<file path="src/rtl/avr_command_decoder_pkg.sv">
// Shared definitions for the AVR command decoder: command field layout, op codes, FSM states.
// Latency: n/a (definitions only).
// Backpressure: n/a. make_cmd() builds a command word for benches and firmware header generation.
package avr_cmd_pkg;

  localparam int CMD_W   = 8;
  localparam int OP_W    = 2;
  localparam int OP_LSB  = 6;
  localparam int IDX_W   = 6;
  localparam int IDX_LSB = 0;

  // Index reserved for line-independent commands (NOP / RESTORE).
  localparam logic [IDX_W-1:0] IDX_SPECIAL = 6'h3F;

  typedef enum logic [OP_W-1:0] {
    OP_LO     = 2'b00,
    OP_HI     = 2'b01,
    OP_TOGGLE = 2'b10,
    OP_PULSE  = 2'b11
  } op_e;

  typedef enum logic {
    ST_IDLE  = 1'b0,
    ST_PULSE = 1'b1
  } state_e;

  function automatic logic [CMD_W-1:0] make_cmd(op_e op, logic [IDX_W-1:0] idx);
    return {op, idx};
  endfunction

endpackage

</file>
<file path="src/rtl/avr_command_decoder_if.sv">
// Command port between the AVR pins and the decoder, plus the decoded control outputs.
// Latency: n/a (wiring only).
// Backpressure: none; one command per strobe rising edge, busy is advisory.
// master: AVR side drives avr_ctrl/avr_strobe. slave: decoder drives ctrl_lines, cmd_ack, cmd_err, busy.
interface avr_command_decoder_if #(
  parameter int NUM_LINES = 8
);
  import avr_cmd_pkg::*;

  logic [CMD_W-1:0]     avr_ctrl;
  logic                 avr_strobe;
  logic [NUM_LINES-1:0] ctrl_lines;
  logic                 cmd_ack;
  logic                 cmd_err;
  logic                 busy;

  modport master (
    output avr_ctrl, avr_strobe,
    input  ctrl_lines, cmd_ack, cmd_err, busy
  );

  modport slave (
    input  avr_ctrl, avr_strobe,
    output ctrl_lines, cmd_ack, cmd_err, busy
  );

endinterface

</file>
<file path="src/rtl/avr_command_decoder_pulse_timer.sv">
// Down-counter timing a single pulse: load starts it, done flags the last cycle, busy spans the pulse.
// Latency: busy rises one edge after load; done is high during the PULSE_CYCLES-th busy cycle.
// Backpressure: none; load is only issued while idle.
// Ports: avr_clk, reset (async high), load in, done out (combinational), busy out (registered).
module avr_pulse_timer #(
  parameter int PULSE_CYCLES = 4
) (
  input  logic avr_clk,
  input  logic reset,
  input  logic load,
  output logic done,
  output logic busy
);

  localparam logic [7:0] LOAD_VAL = 8'(PULSE_CYCLES - 1);

  logic [7:0] cnt_q, cnt_d;
  logic       busy_q, busy_d;

  always_comb begin
    cnt_d  = cnt_q;
    busy_d = busy_q;
    if (load) begin
      cnt_d  = LOAD_VAL;
      busy_d = 1'b1;
    end else if (busy_q) begin
      if (cnt_q != 8'd0) begin
        cnt_d = cnt_q - 8'd1;
      end else begin
        busy_d = 1'b0;
      end
    end
  end

  always_ff @(posedge avr_clk or posedge reset) begin
    if (reset) begin
      cnt_q  <= 8'd0;
      busy_q <= 1'b0;
    end else begin
      cnt_q  <= cnt_d;
      busy_q <= busy_d;
    end
  end

  assign done = busy_q && (cnt_q == 8'd0);
  assign busy = busy_q;

endmodule

</file>
<file path="src/rtl/avr_command_decoder.sv">
// Decodes strobed 8-bit AVR commands into NUM_LINES registered control lines (lo/hi/toggle/pulse/restore).
// Latency: line update and cmd_ack/cmd_err registered on the edge that first samples the strobe high.
// Backpressure: none; conflicting commands during a pulse are rejected with cmd_err.
// Ports: avr_clk, reset (async high), bus (slave modport: avr_ctrl/avr_strobe in; ctrl_lines/cmd_ack/cmd_err/busy out).
module avr_command_decoder
  import avr_cmd_pkg::*;
#(
  parameter int                   NUM_LINES    = 8,
  parameter logic [NUM_LINES-1:0] RESET_VALUES = '0,
  parameter int                   PULSE_CYCLES = 4
) (
  input  logic                  avr_clk,
  input  logic                  reset,
  avr_command_decoder_if.slave  bus
);

  localparam logic [NUM_LINES-1:0] LINE_ONE  = NUM_LINES'(1);
  localparam logic [IDX_W-1:0]     IDX_LIMIT = IDX_W'(NUM_LINES);

  logic                 strobe_q, strobe_d;
  logic [NUM_LINES-1:0] lines_q, lines_d;
  logic                 ack_q, ack_d;
  logic                 err_q, err_d;
  state_e               state_q, state_d;
  logic [IDX_W-1:0]     pulse_line_q, pulse_line_d;
  logic                 saved_q, saved_d;

  logic                 cmd_evt;
  op_e                  op;
  logic [IDX_W-1:0]     idx;
  logic [NUM_LINES-1:0] cmd_mask;
  logic [NUM_LINES-1:0] pulse_mask;
  logic                 in_pulse;
  logic                 timer_load;
  logic                 timer_done;
  logic                 timer_busy;

  always_comb begin
    strobe_d     = bus.avr_strobe;
    lines_d      = lines_q;
    ack_d        = 1'b0;
    err_d        = 1'b0;
    state_d      = state_q;
    pulse_line_d = pulse_line_q;
    saved_d      = saved_q;
    timer_load   = 1'b0;

    cmd_evt    = bus.avr_strobe && !strobe_q;
    op         = op_e'(bus.avr_ctrl[OP_LSB +: OP_W]);
    idx        = bus.avr_ctrl[IDX_LSB +: IDX_W];
    // One-hot masks avoid part-selects indexed by a 6-bit field on a narrower vector.
    cmd_mask   = LINE_ONE << idx;
    pulse_mask = LINE_ONE << pulse_line_q;
    in_pulse   = (state_q == ST_PULSE);

    if (cmd_evt) begin
      if (idx == IDX_SPECIAL) begin
        if (op == OP_LO) begin
          ack_d = 1'b1;
        end else if (op == OP_HI && !in_pulse) begin
          ack_d   = 1'b1;
          lines_d = RESET_VALUES;
        end else begin
          err_d = 1'b1;
        end
      end else if (idx >= IDX_LIMIT) begin
        err_d = 1'b1;
      end else if (op == OP_PULSE) begin
        if (in_pulse) begin
          err_d = 1'b1;
        end else begin
          ack_d        = 1'b1;
          lines_d      = lines_q ^ cmd_mask;
          saved_d      = |(lines_q & cmd_mask);
          pulse_line_d = idx;
          timer_load   = 1'b1;
          state_d      = ST_PULSE;
        end
      end else if (in_pulse && idx == pulse_line_q) begin
        err_d = 1'b1;
      end else begin
        ack_d = 1'b1;
        case (op)
          OP_LO:   lines_d = lines_q & ~cmd_mask;
          OP_HI:   lines_d = lines_q | cmd_mask;
          default: lines_d = lines_q ^ cmd_mask;
        endcase
      end
    end

    // Pulse completion is applied last so the restore wins over any same-edge write.
    // A command on this edge was already judged against the pre-edge PULSE state above.
    if (in_pulse && timer_done) begin
      lines_d = saved_q ? (lines_d | pulse_mask) : (lines_d & ~pulse_mask);
      state_d = ST_IDLE;
    end
  end

  always_ff @(posedge avr_clk or posedge reset) begin
    if (reset) begin
      strobe_q     <= 1'b0;
      lines_q      <= RESET_VALUES;
      ack_q        <= 1'b0;
      err_q        <= 1'b0;
      state_q      <= ST_IDLE;
      pulse_line_q <= '0;
      saved_q      <= 1'b0;
    end else begin
      strobe_q     <= strobe_d;
      lines_q      <= lines_d;
      ack_q        <= ack_d;
      err_q        <= err_d;
      state_q      <= state_d;
      pulse_line_q <= pulse_line_d;
      saved_q      <= saved_d;
    end
  end

  avr_pulse_timer #(
    .PULSE_CYCLES (PULSE_CYCLES)
  ) u_pulse_timer (
    .avr_clk (avr_clk),
    .reset   (reset),
    .load    (timer_load),
    .done    (timer_done),
    .busy    (timer_busy)
  );

  assign bus.ctrl_lines = lines_q;
  assign bus.cmd_ack    = ack_q;
  assign bus.cmd_err    = err_q;
  assign bus.busy       = timer_busy;

endmodule

</file>
<file path="src/flat_wrapper.sv">
// flat-port wrapper written by rule: the top's interface ports become plain ports
module avr_command_decoder_flat import avr_cmd_pkg::*;
#(
  parameter int                   NUM_LINES    = 8,
  parameter logic [NUM_LINES-1:0] RESET_VALUES = '0,
  parameter int                   PULSE_CYCLES = 4
)
  (avr_clk, reset, bus_avr_ctrl, bus_avr_strobe, bus_ctrl_lines, bus_cmd_ack, bus_cmd_err, bus_busy);
  avr_command_decoder_if #(.NUM_LINES(NUM_LINES)) bus_i ();
  input  logic avr_clk;
  input  logic reset;
  input wire logic [$bits(bus_i.avr_ctrl)-1:0] bus_avr_ctrl;
  input wire logic [$bits(bus_i.avr_strobe)-1:0] bus_avr_strobe;
  output wire logic [$bits(bus_i.ctrl_lines)-1:0] bus_ctrl_lines;
  output wire logic [$bits(bus_i.cmd_ack)-1:0] bus_cmd_ack;
  output wire logic [$bits(bus_i.cmd_err)-1:0] bus_cmd_err;
  output wire logic [$bits(bus_i.busy)-1:0] bus_busy;
  assign bus_i.avr_ctrl = bus_avr_ctrl;
  assign bus_i.avr_strobe = bus_avr_strobe;
  assign bus_ctrl_lines = bus_i.ctrl_lines;
  assign bus_cmd_ack = bus_i.cmd_ack;
  assign bus_cmd_err = bus_i.cmd_err;
  assign bus_busy = bus_i.busy;
  avr_command_decoder #(.NUM_LINES(NUM_LINES), .RESET_VALUES(RESET_VALUES), .PULSE_CYCLES(PULSE_CYCLES)) u_core (.avr_clk(avr_clk), .reset(reset), .bus(bus_i));
endmodule
</file>
<file path="config.mk">
export PLATFORM = sky130hd
export DESIGN_NAME = avr_command_decoder_flat
export DESIGN_NICKNAME = d
export VERILOG_FILES = /design/src/rtl/avr_command_decoder_pkg.sv /design/src/rtl/avr_command_decoder_if.sv /design/src/rtl/avr_command_decoder_pulse_timer.sv /design/src/rtl/avr_command_decoder.sv /design/src/flat_wrapper.sv
export SDC_FILE = /design/constraint.sdc
export NUM_CORES = 1
export LEC_CHECK = 0
export ABC_CLOCK_PERIOD_IN_PS = 2400
export BUFFER_PORTS_ARGS = -buffer_cell sky130_fd_sc_hd__buf_2
export CELL_PAD_IN_SITES_DETAIL_PLACEMENT = 0
export CELL_PAD_IN_SITES_GLOBAL_PLACEMENT = 1
export CORE_UTILIZATION = 30
export CTS_CLUSTER_SIZE = 12
export DETAILED_ROUTE_END_ITERATION = 8
export GPL_TIMING_DRIVEN = 0
export PLACE_DENSITY = 0.64
export SYNTH_ARGS = -nofsm -noshare
export SYNTH_HDL_FRONTEND = slang
export SYNTH_SLANG_ARGS = --single-unit
</file>
<file path="constraint.sdc">
create_clock -name avr_clk -period 2.4 [get_ports avr_clk]
set_clock_uncertainty 0.1 [all_clocks]
set_input_delay 0.24 -clock avr_clk [delete_from_list [all_inputs] [get_ports avr_clk]]
set_output_delay 0.24 -clock avr_clk [all_outputs]
set_load 0.005 [all_outputs]
</file>
# After elaboration in Yosys (flattened, before gate mapping)
# Index checks and enable logic that the tools add are counted.
# totals
reg_bits	28
in_bits	11
wordCells	90
# classes
n_addsub	1
n_lt_le_gt_ge	1
n_eq_ne	6
n_shift	2
muxes	42
bitwise	11
reduce_logical	18
# op_table
op	count
$mux W8	13
$mux W1	28
$and A8 B8 Y8	3
$not A8 Y8	2
$or A8 B8 Y8	2
$pmux W8 S2	1
$shl A1 B6 Y8 const A	2
$logic_not A8 Y1	1
$reduce_bool A2 Y1	4
$reduce_bool A8 Y1	1
$reduce_or A8 Y1	1
$sub A8 B1 Y8 const B	1
$xor A8 B8 Y8	1
$eq A6 B6 Y1	1
$eq A6 B6 Y1 const B	1
$ge A6 B4 Y1 const B	1
$logic_and A1 B1 Y1	5
$reduce_and A5 Y1	1
$ne A2 B2 Y1 const B	2
$reduce_and A4 Y1	1
$not A1 Y1	3
$eq A2 B1 Y1 const B	1
$eq A2 B2 Y1 const B	1
$logic_not A1 Y1	2
other kinds (2)	2

# Depth between registers and ports, before layout
# Gate-level depths: netlist (run 1).
# depth
depth_word	12
ltp_mapped	9

# Hierarchy
# Synthesis (run 1) repeated with hierarchy kept, for this count alone.
# unflattened
cells_unflattened	248
hier_area_um2	2203.4
# modules_own_cells
mod	instances	cells_each	area_per_inst_um2	seq_area_each_um2
avr_command_decoder	1	197	1699.1	475.5
avr_pulse_timer	1	51	504.2	225.2

# Worst setup path before layout (run 1)
# No wires, ideal clock.
# synth_path
path_kind	in2reg
start	input bus_avr_ctrl[3]
end	register u_core.lines_q[1], in the netlist u_core.bus.ctrl_lines[1]
arrival_time_ps	1768
slack_ps	406
path_stages	8
cell_sequence	or3_4 nor2_1 nand2_1 ha_1 a221oi_1 o221ai_1 nor2_1 a21oi_1
# synth_via
elab_chain_cells	12
# synth_rtl
element	line	source
start, declared	flat_wrapper.sv:12	input wire logic [$bits(bus_i.avr_ctrl)-1:0] bus_avr_ctrl;
$shl A1 B6 Y8	avr_command_decoder.sv:52	cmd_mask = LINE_ONE << idx;
$not A8 Y8	avr_command_decoder.sv:84	OP_LO: lines_d = lines_q & ~cmd_mask;
$and A8 B8 Y8	avr_command_decoder.sv:84	
$pmux W8 S2	avr_command_decoder.sv:83	case (op)
$mux W8	avr_command_decoder.sv:79	end else if (in_pulse && idx == pulse_line_q) begin
$mux W8	avr_command_decoder.sv:68	end else if (op == OP_PULSE) begin
$mux W8	avr_command_decoder.sv:66	end else if (idx >= IDX_LIMIT) begin
$mux W8 (*)	avr_command_decoder.sv:57	if (idx == IDX_SPECIAL) begin
$mux W8 (*)	avr_command_decoder.sv:56	if (cmd_evt) begin
$and A8 B8 Y8 or $or A8 B8 Y8 (tied branches)	avr_command_decoder.sv:94	lines_d = saved_q ? (lines_d | pulse_mask) : (lines_d & ~pulse_mask);
$mux W8	avr_command_decoder.sv:94	
$mux W8 (*)	avr_command_decoder.sv:93	if (in_pulse && timer_done) begin
named net u_core.lines_d[1]	avr_command_decoder.sv:21	logic [NUM_LINES-1:0] lines_q, lines_d;
end signal, assigned	avr_command_decoder.sv:110	lines_q <= lines_d;
end, declared	avr_command_decoder.sv:21	
# Mark *: on every way through the listed nets, which the timed path passes. The rest lies on a longest branch.
# A chain may end at the register's enable or synchronous reset.

# Final worst setup path (run 1)
# layout_path
start	register u_core.pulse_line_q[0]
end	register u_core.lines_q[2], in the netlist u_core.bus.ctrl_lines[2]
# layout_via
elab_chain_cells	10
# layout_rtl
element	line	source
start, declared	avr_command_decoder.sv:25	logic [IDX_W-1:0] pulse_line_q, pulse_line_d;
start signal, assigned	avr_command_decoder.sv:114	pulse_line_q <= pulse_line_d;
$eq A6 B6 Y1	avr_command_decoder.sv:79	
$logic_and A1 B1 Y1	avr_command_decoder.sv:79	
$mux W8	avr_command_decoder.sv:79	
$mux W8	avr_command_decoder.sv:68	
$mux W8	avr_command_decoder.sv:66	
$mux W8	avr_command_decoder.sv:57	
$mux W8	avr_command_decoder.sv:56	
$and A8 B8 Y8 or $or A8 B8 Y8 (tied branches)	avr_command_decoder.sv:94	
$mux W8	avr_command_decoder.sv:94	
$mux W8 (*)	avr_command_decoder.sv:93	
named net u_core.lines_d[2]	avr_command_decoder.sv:21	
# Marked as above.

==> parameters.txt, run 1 <==
Parameter                              Value

STA
  Slew Limit Fails ... 0
  Setup-failing EPs final ... 0
  Relative max-transition margin ... 0.240
  Hold Violations, Final ... 0
  Timing-limited maximum frequency ... 457 MHz
  Crit share post-route ... 0.913
  Unrepaired setup endpoints after global routing ... no
  Post-layout minimum cycle time ... 2.19 ns
  Least-Margin Pin Slew ... 1.14 ns

Worst setup path
  Worst Path Class, Setup ... reg -> reg
  Type of element capturing the critical path ... flop
  Arr. time, crit path ... 2.24 ns
  Max FO, Critical Path ... 9
  Worst endpoint required time ... 2.45 ns
  Number of cells on the worst reg-to-reg path ... 7
  Crit path launch type ... flop

Logic synthesis
  Post-Synthesis Mean Instance Area ... 8.95 um2
  Post-synth cell types ... 39
  Area of the mapped netlist ... 2060 um2
  FF+latch count, synth ... 28
  Post-synth ARST share ... 1.00
  Top flip-flop cell by instance count after synthesis ... sky130_fd_sc_hd__dfrtp_1
  Syn_nets ... 266
  EDFF count, synth ... 0
  Number of synthesis warnings ... 0
  Register area share after synthesis ... 0.340
  Cell count after synthesis ... 230

Floorplanning
  Count of boundary I/O pins ... 22
  DIE WIDTH ... 84.8 um
  Overall die area ... 7200 um2
  Die height ... 84.8 um
  Core Box Area ... 6490 um2
  Initial Util ... 0.317
  Std-Cell Rows ... 29

Power
  Highest ir drop seen on vdd ... 0.509 mV
  PnR Total Power ... 1.84 mW
  Power density normalized to cell area ... 794 nW/um2
  Leakage power ... 1.11 nW

Clocking
  Post-CTS resize count ... 0
  Clock sink count ... 28
  H-tree depth ... 1
  Cell at the root of the clock tree ... sky130_fd_sc_hd__clkbuf_8
  Total clock buffers created by CTS ... 3
  Clock Pin Slew Worst Setup and Hold Paths ... 0.11 ns
  TritonCTS clock tree ... built
  Clock latency at the later pin of the worst-skew pair ... 0.28 ns
  Max clock buf depth ... 2

Routing
  Final Routed Wirelength ... 4.75 mm
  Remaining number of nets flagged by the antenna check after routing ... 0
  Detailed-route wire length per cell ... 14.4 um
  Total via count after detailed routing ... 1654
  Iteration count of the initial detailed-routing pass ... 7
  DRT iter0 DRCs ... 100
  DRC violation count after routing ... 2
  Detail-routed via count per cell ... 5.03

Place
  Post-detailed-placement half-perimeter wirelength ... 3.58 mm
  Routability congestion estimate from global placement ... 0.779
  Count of input and output buffers ... 17
  # placed instances ... 324

GRT
  Largest net degree at the start of global routing ... 29
  Global-route wire length before repair ... 8.12 mm
  Number of global-route vias before repair ... 1622
  Antenna violations before repair ... 0
  Remaining global-route overflow ... 0
  Overall routing resource usage ... 0.145

Worst hold path
  Min-Delay Path Class ... in -> async

Layout
  Count of filler cells inserted in the layout ... 679
  Number of standard cells in the layout, taps in and fillers out ... 329
  Area growth from synthesis to layout ... 12.8%
  Fraction of final layout cells with drive strength greater than 1 ... 0.139
  Number of antenna cells inserted ... 0
  Seq. cell area ... 701 um2
  Nets ... 289
  Total area of multi-input combinational cells ... 1220 um2

Job
  Max-Cap Viols ... 0

Outcome
  Failing checks ... DRC
  Result of the run ... finished, violations left
-- logic make-up after synthesis --
| group | after synthesis | synth area share |
|---|---|---|
| XOR/XNOR | 13 | 0.0553 |
| flip-flops | 28 | 0.340 |
| AO/OA/AOI/OAI | 42 | 0.139 |
| adder cells (fa/ha/maj) | 25 | 0.152 |
| multiplexers | 4 | 0.0201 |
| AND/OR/NAND/NOR | 83 | 0.228 |
| buffers and inverters | 35 | 0.0650 |
-- synth_stat cells, types with 2 or more instances --
cell	number	area, um2
sky130_fd_sc_hd__buf_2	2	10.0
sky130_fd_sc_hd__a21oi_1	4	20.0
sky130_fd_sc_hd__a31oi_1	7	43.8
sky130_fd_sc_hd__a221oi_1	2	17.5
sky130_fd_sc_hd__a211oi_1	6	45.0
sky130_fd_sc_hd__xnor2_1	10	87.6
sky130_fd_sc_hd__or3_4	3	33.8
sky130_fd_sc_hd__nor3_1	4	20.0
sky130_fd_sc_hd__nand4_1	5	31.3
sky130_fd_sc_hd__nor2_2	2	12.5
sky130_fd_sc_hd__o21ai_0	5	25.0
sky130_fd_sc_hd__o221ai_1	2	17.5
sky130_fd_sc_hd__o22ai_1	6	37.5
sky130_fd_sc_hd__nand2_1	16	60.1
sky130_fd_sc_hd__nor4_1	3	18.8
sky130_fd_sc_hd__o21ai_1	2	10.0
sky130_fd_sc_hd__nand3_1	8	40.0
sky130_fd_sc_hd__clkbuf_1	7	26.3
sky130_fd_sc_hd__nor4_4	2	42.5
sky130_fd_sc_hd__nand2b_1	5	31.3
sky130_fd_sc_hd__nor2_1	23	86.3
sky130_fd_sc_hd__nor3_2	2	20.0
sky130_fd_sc_hd__xor2_1	3	26.3
sky130_fd_sc_hd__mux2i_1	3	30.0
sky130_fd_sc_hd__dfrtp_1	28	701
sky130_fd_sc_hd__ha_1	25	313
sky130_fd_sc_hd__nor2b_1	8	50.1
sky130_fd_sc_hd__inv_1	26	97.6
-- cell type report --
class,count,share of cell area
multi-input combinational,167,0.527
sequential,28,0.302
inverter,26,0.0420
tap,77,0.0415
timing repair buffer,18,0.0410
clock buffer,3,0.0178
buffer,9,0.0156
clock inverter,1,0.0129
-- per-stage QoR --
| stage | util | hold WS, ns | area [um2] | setup TNS, ns | setup slack (ns) |
|---|---|---|---|---|---|
| global route | 0.357 | 0.255 | 2320 | 0 | 0.0118 |
| CTS | 0.357 | 0.193 | 2320 | 0 | 0.176 |
| detailed placement | 0.345 | 0.278 | 2240 | -0.0421 | -0.0421 |
| finish | 0.357 | 0.134 | 2320 | 0 | 0.210 |
| global placement | 0.345 | 0.265 | 2240 | 0 | 0.0124 |
| floorplan | - | 0.171 | 2060 | 0 | 0.406 |
-- worst paths after layout --
check                                                 to                           from  slack (ns)
setup reg to reg                u_core.bus.ctrl_lines[2]         u_core.pulse_line_q[0]        0.21
hold / removal                  u_core.bus.ctrl_lines[0]                          reset        0.13
min in group avr_clk              u_core.pulse_line_q[0]                bus_avr_ctrl[0]        0.22
hold reg to reg            u_core.u_pulse_timer.cnt_q[1]  u_core.u_pulse_timer.cnt_q[1]        0.43
setup / recovery                u_core.bus.ctrl_lines[2]         u_core.pulse_line_q[0]        0.21
max in group asynchronous         u_core.pulse_line_q[0]                          reset        1.38
-- critical path: stages, from the launching register on --
cell                       delay, ns
sky130_fd_sc_hd__dfrtp_1        0.37
sky130_fd_sc_hd__buf_2          0.19
sky130_fd_sc_hd__xnor2_1        0.18
sky130_fd_sc_hd__nand3_1        0.15
sky130_fd_sc_hd__o211ai_1       0.58
sky130_fd_sc_hd__o22ai_1        0.18
sky130_fd_sc_hd__a211oi_1       0.25
sky130_fd_sc_hd__a31oi_1        0.07
-- flip-flops by register name, summed over array words and instances, names as in the netlist --
register,count
u_core.bus.ctrl_lines,8
u_core.u_pulse_timer.busy,1
u_core.bus.cmd_err,1
u_core.u_pulse_timer.cnt_q,8
u_core.bus.cmd_ack,1
u_core.strobe_q,1
u_core.in_pulse,1
u_core.saved_q,1
u_core.pulse_line_q,6
-- placed cells by master (no fill, tap or decap), types with 4 or more instances in the layout --
cell                        n
sky130_fd_sc_hd__buf_2     19
sky130_fd_sc_hd__inv_1     26
sky130_fd_sc_hd__nand3_1    8
sky130_fd_sc_hd__nand4_1    5
sky130_fd_sc_hd__a31oi_1    7
sky130_fd_sc_hd__xnor2_1   10
sky130_fd_sc_hd__nand2_1   16
sky130_fd_sc_hd__ha_1      25
sky130_fd_sc_hd__nor2_1    23
sky130_fd_sc_hd__a21oi_1    4
sky130_fd_sc_hd__nor3_1     4
sky130_fd_sc_hd__nor2b_1    8
sky130_fd_sc_hd__clkbuf_1   7
sky130_fd_sc_hd__o21ai_0    5
sky130_fd_sc_hd__a211oi_1   6
sky130_fd_sc_hd__nand2b_1   5
sky130_fd_sc_hd__o22ai_1    6
sky130_fd_sc_hd__dfrtp_1   28
-- where the power goes --
group / total, mW / switching, mW / internal (mW)
clock network: 0.390 / 0.167 / 0.224
registers: 0.778 / 0.165 / 0.614
logic: 0.673 / 0.351 / 0.322
total: 1.84 / 0.682 / 1.16
-- repair_timing --
action                                 in CTS  in global routing
buffers inserted                            0                  0
setup endpoints to repair                   0                  1
hold buffers                                1                  0
endpoints found under the hold margin       1                  0
-- per-layer routing --
metal,part of all wire,track usage,vias to the layer above
met1,0.47,0.191,796
met5,0,0,-
met2,0.48,0.245,22
li1,-,-,834
met3,0.038,0.0311,2
met4,0.0078,0.0324,0
Note: power is estimated with default switching activity, not from simulation.
==> run 2: changes to the inputs <==
Settings changed: ABC_AREA set to 1, CTS_CLUSTER_SIZE 12 to not set, PLACE_DENSITY 0.64 to 0.66.
==> run 2 against run 1 <==
Against the previous run:
- maximum frequency increased by 11%
- clock power decreased by 1%
- first-iteration DRC count decreased by 15%
- synthesized cell count increased by 48%
- register-to-register slack improved by 0.36 ns
- the run now ends clean
- critical path type is now in -> reg
- sequential power decreased by 2%
- design area increased by 14%
==> parameters.txt, run 2 <==
Parameter                              Value

Outcome
  Result of the run ... finished clean (was finished, violations left)

Job
  Max-Cap Viols ... 0 (unchanged)

Worst setup path
  Largest stage delay on the critical path ... 0.52 ns (was 0.58 ns)
  Arr. time, crit path ... 2.06 ns (was 2.24 ns)
  Crit path launch type ... input port (was flop)
  Max stage delay cell, worst path ... sky130_fd_sc_hd__dlygate4sd3_1 (was sky130_fd_sc_hd__o211ai_1)
  Type of element capturing the critical path ... flop (unchanged)
  Worst endpoint required time ... 2.48 ns (was 2.45 ns)
  Worst Path Class, Setup ... in -> reg (was reg -> reg)
  Critical-path cell list ... dlygate4sd3_1 > buf_2 > inv_1 > nor2_4 > inv_1 > o21bai_1 > nor2_1 > nand2_1 > inv_2 > nor2_1 > nor2_1 > nor2_1 (was buf_2 > xnor2_1 > nand3_1 > o211ai_1 > o22ai_1 > a211oi_1 > a31oi_1)
  Cell repeated most along the worst path ... sky130_fd_sc_hd__nor2_1
  Max FO, Critical Path ... 10 (was 9)

Clocking
  Clock Pin Slew Worst Setup and Hold Paths ... 0.11 ns (about the same)
  Total clock buffers created by CTS ... 3 (unchanged)
  Post-CTS resize count ... 0 (unchanged)
  Max clock buf depth ... 2 (unchanged)
  Clock sink count ... 28 (unchanged)
  Buffers inserted by post-CTS timing repair ... 0 (unchanged)
  H-tree depth ... 1 (unchanged)
  Cell at the root of the clock tree ... sky130_fd_sc_hd__clkbuf_8 (unchanged)
  TritonCTS clock tree ... built (unchanged)
  Clock latency at the later pin of the worst-skew pair ... 0.28 ns (about the same)
  Cts hold-fix bufs ... 1 (unchanged)

Logic synthesis
  EDFF count, synth ... 0 (unchanged)
  Synth top area share ... 0.301 (was 0.340)
  Largest area contributor in the synthesized netlist ... sky130_fd_sc_hd__dfrtp_1 (unchanged)
  Most common library cells after synthesis ... 70 x sky130_fd_sc_hd__nor2_1, 62 x sky130_fd_sc_hd__nand2_1, 54 x sky130_fd_sc_hd__inv_1 (was 28 x sky130_fd_sc_hd__dfrtp_1, 26 x sky130_fd_sc_hd__inv_1, 25 x sky130_fd_sc_hd__ha_1)
  FF+latch count, synth ... 28 (unchanged)
  Top flip-flop cell by instance count after synthesis ... sky130_fd_sc_hd__dfrtp_1 (unchanged)
  Post-Synthesis Mean Instance Area ... 6.84 um2 (was 8.95 um2)
  Library cell with the highest instance count after synthesis ... sky130_fd_sc_hd__nor2_1 (was sky130_fd_sc_hd__dfrtp_1)
  Syn_nets ... 377 (was 266)
  Number of synthesis warnings ... 0 (unchanged)
  Cell count after synthesis ... 341 (was 230)
  Post-synth cell types ... 34 (was 39)
  Area of the mapped netlist ... 2330 um2 (was 2060 um2)
  Register area share after synthesis ... 0.301 (was 0.340)
  Largest cells by area after synthesis ... sky130_fd_sc_hd__dfrtp_1 30%, sky130_fd_sc_hd__ha_1 13%, sky130_fd_sc_hd__nor2_1 11% (was sky130_fd_sc_hd__dfrtp_1 34%, sky130_fd_sc_hd__ha_1 15%, sky130_fd_sc_hd__inv_1 4.7%)
  Post-synth ARST share ... 1.00 (unchanged)

Routing
  Iteration count of the initial detailed-routing pass ... 4 (was 7)
  DRC violation count after routing ... 0 (was 2)
  Final Routed Wirelength ... 5.96 mm (was 4.75 mm)
  DRT iter0 DRCs ... 85 (was 100)
  Detailed-route wire length per cell ... 12.8 um (was 14.4 um)
  Detail-routed via count per cell ... 4.51 (was 5.03)
  Total via count after detailed routing ... 2095 (was 1654)
  Remaining number of nets flagged by the antenna check after routing ... 0 (unchanged)

GRT
  Overall routing resource usage ... 0.156 (was 0.145)
  GRT met1 Usage ... 0.216 (was 0.191)
  Met3 usage in global routing ... 0.0135 (was 0.0311)
  Remaining global-route overflow ... 0 (unchanged)
  Number of global-route vias before repair ... 2004 (was 1622)
  GRT met2 Usage ... 0.264 (was 0.245)
  Global-route wire length before repair ... 10.1 mm (was 8.12 mm)
  Largest net degree at the start of global routing ... 29 (unchanged)
  Antenna violations before repair ... 0 (unchanged)
  GR peak layer ... met2 (unchanged)

Place
  Routability congestion estimate from global placement ... 0.783 (was 0.779)
  Worst-case setup slack after placement ... 0.142 ns (was -0.0421 ns)
  Count of input and output buffers ... 20 (was 17)
  Post-detailed-placement half-perimeter wirelength ... 4.56 mm (was 3.58 mm)
  Cell area after placement ... 2550 um2 (was 2240 um2)

Layout
  Final Cell Area ... 2640 um2 (was 2320 um2)
  Leading cell types in the layout, fill and taps excluded ... 70 x sky130_fd_sc_hd__nor2_1, 62 x sky130_fd_sc_hd__nand2_1, 54 x sky130_fd_sc_hd__inv_1 (was 28 x sky130_fd_sc_hd__dfrtp_1, 26 x sky130_fd_sc_hd__inv_1, 25 x sky130_fd_sc_hd__ha_1)
  Most common cell after layout, fill and taps aside ... sky130_fd_sc_hd__nor2_1 (was sky130_fd_sc_hd__dfrtp_1)
  Number of antenna cells inserted ... 0 (unchanged)
  Nets ... 403 (was 289)
  Fraction of final layout cells with drive strength greater than 1 ... 0.120 (was 0.139)
  Area growth from synthesis to layout ... 13.1% (was 12.8%)

STA
  Hold Violations, Final ... 0 (unchanged)
  Worst setup slack after layout ... 0.420 ns (was 0.210 ns)
  Post-layout minimum cycle time ... 1.98 ns (was 2.19 ns)
  Least-Margin Pin Slew ... 1.13 ns (was 1.14 ns)
  Crit share post-route ... 0.825 (was 0.913)
  Total Neg Setup Slack ... 0 ns (unchanged)
  Unrepaired setup endpoints after global routing ... no (unchanged)
  Timing-limited maximum frequency ... 505 MHz (was 457 MHz)
  Relative max-transition margin ... 0.243 (was 0.240)
  Slew Limit Fails ... 0 (unchanged)
  Setup-failing EPs final ... 0 (unchanged)

Floorplanning
  Die height ... 90.1 um (was 84.8 um)
  Initial Util ... 0.316 (was 0.317)
  Std-Cell Rows ... 31 (was 29)
  Count of boundary I/O pins ... 22 (unchanged)
  Core Box Area ... 7370 um2 (was 6490 um2)
  DIE WIDTH ... 90.1 um (was 84.8 um)
  Overall die area ... 8130 um2 (was 7200 um2)

Power
  Power density normalized to cell area ... 711 nW/um2 (was 794 nW/um2)
  Leakage power ... 1.36 nW (was 1.11 nW)
  Highest ir drop seen on vdd ... 0.434 mV (was 0.509 mV)

Worst hold path
  Min-Delay Path Class ... in -> async (unchanged)
[run 2: cell count changes in the layout (fill, tap and decap cells not counted), moves of 8 or more]
cell / previous run / this run
sky130_fd_sc_hd__nor2_1: 23 / 70
sky130_fd_sc_hd__nand2_1: 16 / 62
sky130_fd_sc_hd__inv_1: 26 / 54
sky130_fd_sc_hd__nand3_1: 8 / 26
sky130_fd_sc_hd__o21ai_0: 5 / 14
sky130_fd_sc_hd__nor2b_1: 8 / 0
[run 2: worst max-delay path, delay by kind of cell]
family | cells | cell delay, ns
buf+inv | 5 | 0.98
compound gates | 1 | 0.17
simple gates | 6 | 0.67
[run 2: cell type report]
type,instances,area [um2]
clock buffer,3,41.3
sequential,28,701
clock inverter,1,30.0
buffer,4,25.0
timing repair buffer,21,110
inverter,59,221
multi-input combinational,250,1380
tap,99,124
fill,831,4730
[run 2: stage by stage]
step / cells / hold WS, ns / power [mW] / utilization
global placement: 460 / 0.267 / 1.49 / 0.347
CTS: 465 / 0.145 / 1.90 / 0.358
floorplan: 341 / 0.171 / 1.30 / -
finish: 465 / 0.137 / 1.88 / 0.358
global route: 465 / 0.154 / 2.06 / 0.358
detailed placement: 460 / 0.268 / 1.51 / 0.347
[run 2: logic make-up after synthesis]
family / after synthesis / share of synthesized area
AOI/OAI and AO/OA: 28 / 0.0666
xor gates and xnor gates: 5 / 0.0188
adders and majority gates: 25 / 0.134
buffers and inverters: 63 / 0.106
DFF: 28 / 0.301
and+or+nand+nor: 192 / 0.374
[run 2: power breakdown]
part           leakage, nW  internal, mW  switching [mW]  total (mW)
Sequential           0.319         0.622           0.140       0.762
Combinational         1.00         0.278           0.449       0.727
Clock               0.0357         0.223           0.162       0.386
Total                 1.36          1.12           0.751        1.88
[run 2: routing by layer]
metal / up-vias / share of wire
li1: 1122 / -
met3: 2 / 0.038
met1: 935 / 0.49
met4: 0 / 0.0049
met5: - / 0
met2: 36 / 0.46
[run 2: path summary, 6_finish.rpt]
| path | slack (ns) | start | to | cells after the start |
|---|---|---|---|---|
| worst min-delay path | 0.14 | reset | u_core.u_pulse_timer.cnt_q[0] | 2 |
| worst min register to register | 0.41 | u_core.u_pulse_timer.cnt_q[5] | u_core.u_pulse_timer.cnt_q[5] | 1 |
| min in group avr_clk | 0.15 | bus_avr_ctrl[1] | u_core.pulse_line_q[1] | 3 |
| max in group asynchronous | 1.39 | reset | u_core.bus.ctrl_lines[2] | 2 |
| worst max register to register | 0.57 | u_core.u_pulse_timer.cnt_q[0] | u_core.u_pulse_timer.cnt_q[2] | 8 |
| worst max-delay path | 0.42 | bus_avr_strobe | u_core.bus.ctrl_lines[0] | 12 |
